## config.mk

```make
export PLATFORM = sky130hd
export DESIGN_NAME = mixcolumn_seq_flat
export DESIGN_NICKNAME = d
export VERILOG_FILES = /design/src/rtl/mixcolumn_seq_if.sv /design/src/rtl/mixcolumn_seq.sv /design/src/flat_wrapper.sv
export SDC_FILE = /design/constraint.sdc
export NUM_CORES = 1
export LEC_CHECK = 0
export ABC_CLOCK_PERIOD_IN_PS = 9100
export CORE_MARGIN = 2
export CORE_UTILIZATION = 40
export CTS_CLUSTER_DIAMETER = 80
export DETAILED_ROUTE_END_ITERATION = 12
export PLACE_DENSITY = 0.75
export SKIP_CTS_REPAIR_TIMING = 1
export SYNTH_ARGS = -nofsm -noshare
export SYNTH_HDL_FRONTEND = slang
export SYNTH_SLANG_ARGS = --single-unit
export TNS_END_PERCENT = 1
```

## constraint.sdc

```tcl
create_clock -name clk -period 9.1 [get_ports clk]
set_input_delay 2.275 -clock clk [delete_from_list [all_inputs] [get_ports clk]]
set_output_delay 2.275 -clock clk [all_outputs]
set_load 0.05 [all_outputs]
```

## src/rtl/mixcolumn_seq_if.sv

```systemverilog
// rtl/mixcolumn_seq_if.sv - handshake bundle between the round datapath and the sequential MixColumns stage
interface mixcolumn_seq_if;
  logic         in_valid;
  logic         in_ready;
  logic         mode;
  logic [127:0] data_in;
  logic         out_valid;
  logic         out_ready;
  logic [127:0] data_out;

  modport master (
    output in_valid, mode, data_in, out_ready,
    input  in_ready, out_valid, data_out
  );

  modport slave (
    input  in_valid, mode, data_in, out_ready,
    output in_ready, out_valid, data_out
  );
endinterface

```

## src/rtl/mixcolumn_seq.sv

```systemverilog
// rtl/mixcolumn_seq.sv - sequential AES MixColumns / InvMixColumns, LANES columns per cycle
module mixcolumn_seq #(
  parameter int LANES  = 1,
  parameter bit INV_EN = 1'b1
) (
  input  logic           clk,
  input  logic           rst,
  mixcolumn_seq_if.slave bus
);

  localparam int NGRP  = 4 / LANES;
  localparam int CNT_W = (NGRP > 1) ? $clog2(NGRP) : 1;
  localparam logic [CNT_W-1:0] CNT_LAST = CNT_W'(NGRP - 1);

  generate
    if (LANES != 1 && LANES != 2 && LANES != 4) begin : g_bad_lanes
      $error("mixcolumn_seq: LANES must be 1, 2 or 4");
    end
  endgenerate

  typedef enum logic [1:0] {S_IDLE, S_BUSY, S_DONE} state_e;

  state_e           state_q;
  logic [CNT_W-1:0] cnt_q;
  logic [127:0]     work_q;
  logic [127:0]     work_d;
  logic             mode_q;
  logic             in_ready_q;
  logic             out_valid_q;
  logic             inv_sel;

  function automatic logic [7:0] xtime(input logic [7:0] a);
    return {a[6:0], 1'b0} ^ (a[7] ? 8'h1b : 8'h00);
  endfunction

  // Every coefficient used (01,02,03,09,0b,0d,0e) fits in 4 bits, so a
  // multiply is an XOR of up to three xtime() doublings.
  function automatic logic [7:0] gmul(input logic [7:0] a, input logic [3:0] k);
    logic [7:0] a2;
    logic [7:0] a4;
    logic [7:0] a8;
    a2 = xtime(a);
    a4 = xtime(a2);
    a8 = xtime(a4);
    return ({8{k[0]}} & a) ^ ({8{k[1]}} & a2) ^ ({8{k[2]}} & a4) ^ ({8{k[3]}} & a8);
  endfunction

  function automatic logic [31:0] mix_col(input logic [31:0] col, input logic inv);
    logic [7:0] a0, a1, a2, a3;
    logic [3:0] k0, k1, k2, k3;
    logic [7:0] b0, b1, b2, b3;
    a0 = col[31:24];
    a1 = col[23:16];
    a2 = col[15:8];
    a3 = col[7:0];
    k0 = inv ? 4'he : 4'h2;
    k1 = inv ? 4'hb : 4'h3;
    k2 = inv ? 4'hd : 4'h1;
    k3 = inv ? 4'h9 : 4'h1;
    b0 = gmul(a0, k0) ^ gmul(a1, k1) ^ gmul(a2, k2) ^ gmul(a3, k3);
    b1 = gmul(a0, k3) ^ gmul(a1, k0) ^ gmul(a2, k1) ^ gmul(a3, k2);
    b2 = gmul(a0, k2) ^ gmul(a1, k3) ^ gmul(a2, k0) ^ gmul(a3, k1);
    b3 = gmul(a0, k1) ^ gmul(a1, k2) ^ gmul(a2, k3) ^ gmul(a3, k0);
    return {b0, b1, b2, b3};
  endfunction

  // With INV_EN=0 this folds to constant 0 and the inverse terms vanish.
  assign inv_sel = INV_EN && mode_q;

  always_comb begin
    int col;
    col    = 0;
    work_d = work_q;
    for (int l = 0; l < LANES; l++) begin
      col = (int'(cnt_q) * LANES + l) & 3;
      work_d[127 - 32*col -: 32] = mix_col(work_q[127 - 32*col -: 32], inv_sel);
    end
  end

  always_ff @(posedge clk) begin
    if (rst) begin
      state_q     <= S_IDLE;
      cnt_q       <= '0;
      work_q      <= '0;
      mode_q      <= 1'b0;
      in_ready_q  <= 1'b1;
      out_valid_q <= 1'b0;
    end else begin
      case (state_q)
        S_IDLE: begin
          if (bus.in_valid) begin
            work_q     <= bus.data_in;
            mode_q     <= INV_EN ? bus.mode : 1'b0;
            cnt_q      <= '0;
            in_ready_q <= 1'b0;
            state_q    <= S_BUSY;
          end
        end
        S_BUSY: begin
          work_q <= work_d;
          if (cnt_q == CNT_LAST) begin
            cnt_q       <= '0;
            out_valid_q <= 1'b1;
            state_q     <= S_DONE;
          end else begin
            cnt_q <= cnt_q + CNT_W'(1);
          end
        end
        S_DONE: begin
          if (bus.out_ready) begin
            out_valid_q <= 1'b0;
            in_ready_q  <= 1'b1;
            state_q     <= S_IDLE;
          end
        end
        default: begin
          out_valid_q <= 1'b0;
          in_ready_q  <= 1'b1;
          state_q     <= S_IDLE;
        end
      endcase
    end
  end

  assign bus.in_ready  = in_ready_q;
  assign bus.out_valid = out_valid_q;
  assign bus.data_out  = work_q;

endmodule
```

## src/flat_wrapper.sv

```systemverilog
// flat-port wrapper written by rule: the top's interface ports become plain ports
module mixcolumn_seq_flat 
#(
  parameter int LANES  = 1,
  parameter bit INV_EN = 1'b1
)
  (clk, rst, bus_in_valid, bus_mode, bus_data_in, bus_out_ready, bus_in_ready, bus_out_valid, bus_data_out);
  mixcolumn_seq_if bus_i ();
  input  logic clk;
  input  logic rst;
  input wire logic [$bits(bus_i.in_valid)-1:0] bus_in_valid;
  input wire logic [$bits(bus_i.mode)-1:0] bus_mode;
  input wire logic [$bits(bus_i.data_in)-1:0] bus_data_in;
  input wire logic [$bits(bus_i.out_ready)-1:0] bus_out_ready;
  output wire logic [$bits(bus_i.in_ready)-1:0] bus_in_ready;
  output wire logic [$bits(bus_i.out_valid)-1:0] bus_out_valid;
  output wire logic [$bits(bus_i.data_out)-1:0] bus_data_out;
  assign bus_i.in_valid = bus_in_valid;
  assign bus_i.mode = bus_mode;
  assign bus_i.data_in = bus_data_in;
  assign bus_i.out_ready = bus_out_ready;
  assign bus_in_ready = bus_i.in_ready;
  assign bus_out_valid = bus_i.out_valid;
  assign bus_data_out = bus_i.data_out;
  mixcolumn_seq #(.LANES(LANES), .INV_EN(INV_EN)) u_core (.clk(clk), .rst(rst), .bus(bus_i));
endmodule
```

==> reports/metrics.yaml <==
finalInstanceArea_um2: 12610
met2_usage: 0.4599
async_reset_ff_frac: 0
holdWs_ns: 0.4590
hp-start: "u_core.bus.out_valid$_SDFFE_PP0P_"
cts-root-buf: "clkbuf_16"
critical_path_class: "in -> reg"
via_count: 9202
hpwl_um: 25400
min_path_type: "reg -> reg"
final.setup_skew_ns: 0.008597
hold_depth: 2
vias_per_cell: 6.034
max_freq_mhz: 232.1
syn_nets: 1147
drtIter0Drc: 1171
setup_viol: 0
clk_latency_ns: 0.43
synthAdderAreaFrac: 0.005343
cts_max_level: 4
ys_ff_latch: 135
grt_use_met3: 0.06057
die_w_um: 157.0
synth.largest_area_cell: "dfxtp_1"
clk_pin_slew_ns: 0.06
grt_antenna_before_repair: 1
grtUsageTotal: 0.2872
synth_top_area_share: 0.2885
cp-end-kind: "flop"
syn_area_um2: 9368
dieArea_um2: 24660
synth_most_common_cell: "dfxtp_1"
clockBufferDepth: 2
crit_fanout: 36
instances_no_fill: 1525
leakage_nw: 4.586
r2r_start: "u_core.cnt_q[0]$_SDFFE_PP0P_"
wire_per_inst_um: 23.55
met1_usage: 0.3764
cp-startpoint: "bus_in_valid"
worstSetupStartpointType: "primary input"
finish.utilization: 0.5521
top_usage_layer: "met2"
place_inst: 1492
ff2ff_path_depth: 9
syn_area_per_cell_um2: 9.275
cts-buffers-inserted: 17
rows: 55
grt_overflow: 0
pin_count: 263
synth_edf_count: 0
synthCells: 1010
synthFlopType: "dfxtp_1"
hold_violations: 0
synth_top_family_by_area: "XOR/XNOR gates"
grt_max_degree: 93
gp_congestion: 0.9088
arrival_ns: 4.63
synth_common_cells: "dfxtp_1 (135), xnor2_1 (130), nor2_1 (129)"
worstPathCellList: "clkdlybuf4s50_1 -> nand2b_1 -> a21oi_4 -> nor2_1 -> o32ai_1"
ys_warn_count: 0
drc_errors: 0
portBuffers: 262
nNetsFinal: 1335
synth_compound_area_frac: 0.1638
antenna_left: 0
synthToLayoutAreaGrowth_pct: 34.65
die_y_um: 157.0
dpl_cell_area_um2: 12020
synthMuxAreaShare: 0.07733
wl_um: 35910
grt_pass1_vias: 8969
ys_types: 50
tightest_slew_ns: 1.251
synth-xor-area-share: 0.2695
cpPeakStageDelay_ns: 1.07
cts_tree: "done"
grt_first_pass_wirelength_um: 54010
grt_setup_unrepaired: "false"
timing.final.crit_period_ns: 4.309
synth_simple_gate_area_frac: 0.1421
start_util: 0.4100
synth_area_leaders: "dfxtp_1 (29%), xnor2_1 (12%), mux4_2 (7.5%), a221oi_1 (6.4%), xnor3_1 (5.3%)"
cts_num_sinks: 135
cp.required_ns: 9.42
powerDensity_nw_per_um2: 285.4
peakVddDrop_v: 0.0001910
setup_tns_ns: 0
drive_above_1_share: 0.09249
first_pass_iters: 8
core_um2: 22850
maxCapViolCount: 0
max-slew-margin-rel: 0.1657
slew_violations: 0
outcome: "completed"
period_share: 0.4736
worst_path_max_delay_cell: "a21oi_4"
synth-seq-area-share: 0.2885
## power by group
part	leakage [nW]	internal (mW)	switching (mW)
sequential	1.12	0.658	0.0673
combinational	3.19	0.900	1.28
clock	0.283	0.412	0.284
total	4.59	1.97	1.63
## area by class of cell
cell class / instances / area (um2)
flip-flops and latches: 135 / 2705
clock inverters: 14 / 150.1
fillers: 2011 / 10230
multi-input cells: 769 / 6222
diodes: 1 / 2.502
inverters: 4 / 15.01
repair buffers: 271 / 2688
well taps: 313 / 391.6
clock buffers: 18 / 439.2
## cells in the final DEF (no fill, tap or decap), drive strengths merged, types with 13 or more instances in the layout
| cell type | Yosys | routed |
|---|---|---|
| xor2 | 53 | 53 |
| dfxtp | 135 | 135 |
| nand2 | 53 | 53 |
| xnor3 | 24 | 24 |
| nor3 | 74 | 74 |
| o32ai | 16 | 16 |
| a221oi | 72 | 72 |
| o21ai | 15 | 15 |
| and3 | 14 | 14 |
| a211oi | 13 | 13 |
| clkdlybuf4s50 | 0 | 261 |
| mux4 | 32 | 32 |
| xnor2 | 145 | 145 |
| nor2 | 130 | 130 |
| clkbuf | 69 | 18 |
| a21oi | 50 | 50 |
## sequential cells by signal (all words and copies together), names as in the netlist
signal                cells
u_core.inv_sel            1
u_core.state_q            2
u_core.bus.in_ready       1
u_core.cnt_q              2
u_core.bus.out_valid      1
u_core.bus.data_out     128
## metrics by stage
step	power [mW]	worst slack, ns
finish	3.599	4.791
global route	3.732	4.608
CTS	3.559	4.834
detailed placement	2.858	4.401
global placement	2.840	4.454
floorplan	2.287	5.469
## worst max-delay path, delay by kind of cell
family | cells | cell delay [ns]
compound gates | 2 | 1.42
buf+inv | 1 | 0.48
simple gates | 2 | 0.45
## routing by layer
layer | vias up | routed length [um]
met3 | 121 | 3797
li1 | 4017 | -
met5 | - | 0
met4 | 0 | 1365
met1 | 4409 | 13580
met2 | 655 | 17170
## worst paths after layout
path	to	slack, ns
hold / removal	u_core.bus.out_valid$_SDFFE_PP0P_	0.46
setup reg to reg	u_core.bus.data_out[125]$_SDFFE_PP0P_	4.84
hold reg to reg	u_core.bus.out_valid$_SDFFE_PP0P_	0.46
setup / recovery	u_core.bus.data_out[68]$_SDFFE_PP0P_	4.79
## logic make-up after synthesis
kind of cell | Yosys count
AND/OR/NAND/NOR | 300
XOR/XNOR | 225
multiplexers | 32
AO/OA/AOI/OAI | 208
buffers and inverters | 106
flip-flops | 135
adder cells (fa/ha/maj) | 4
(Power assumes the default switching activity.)
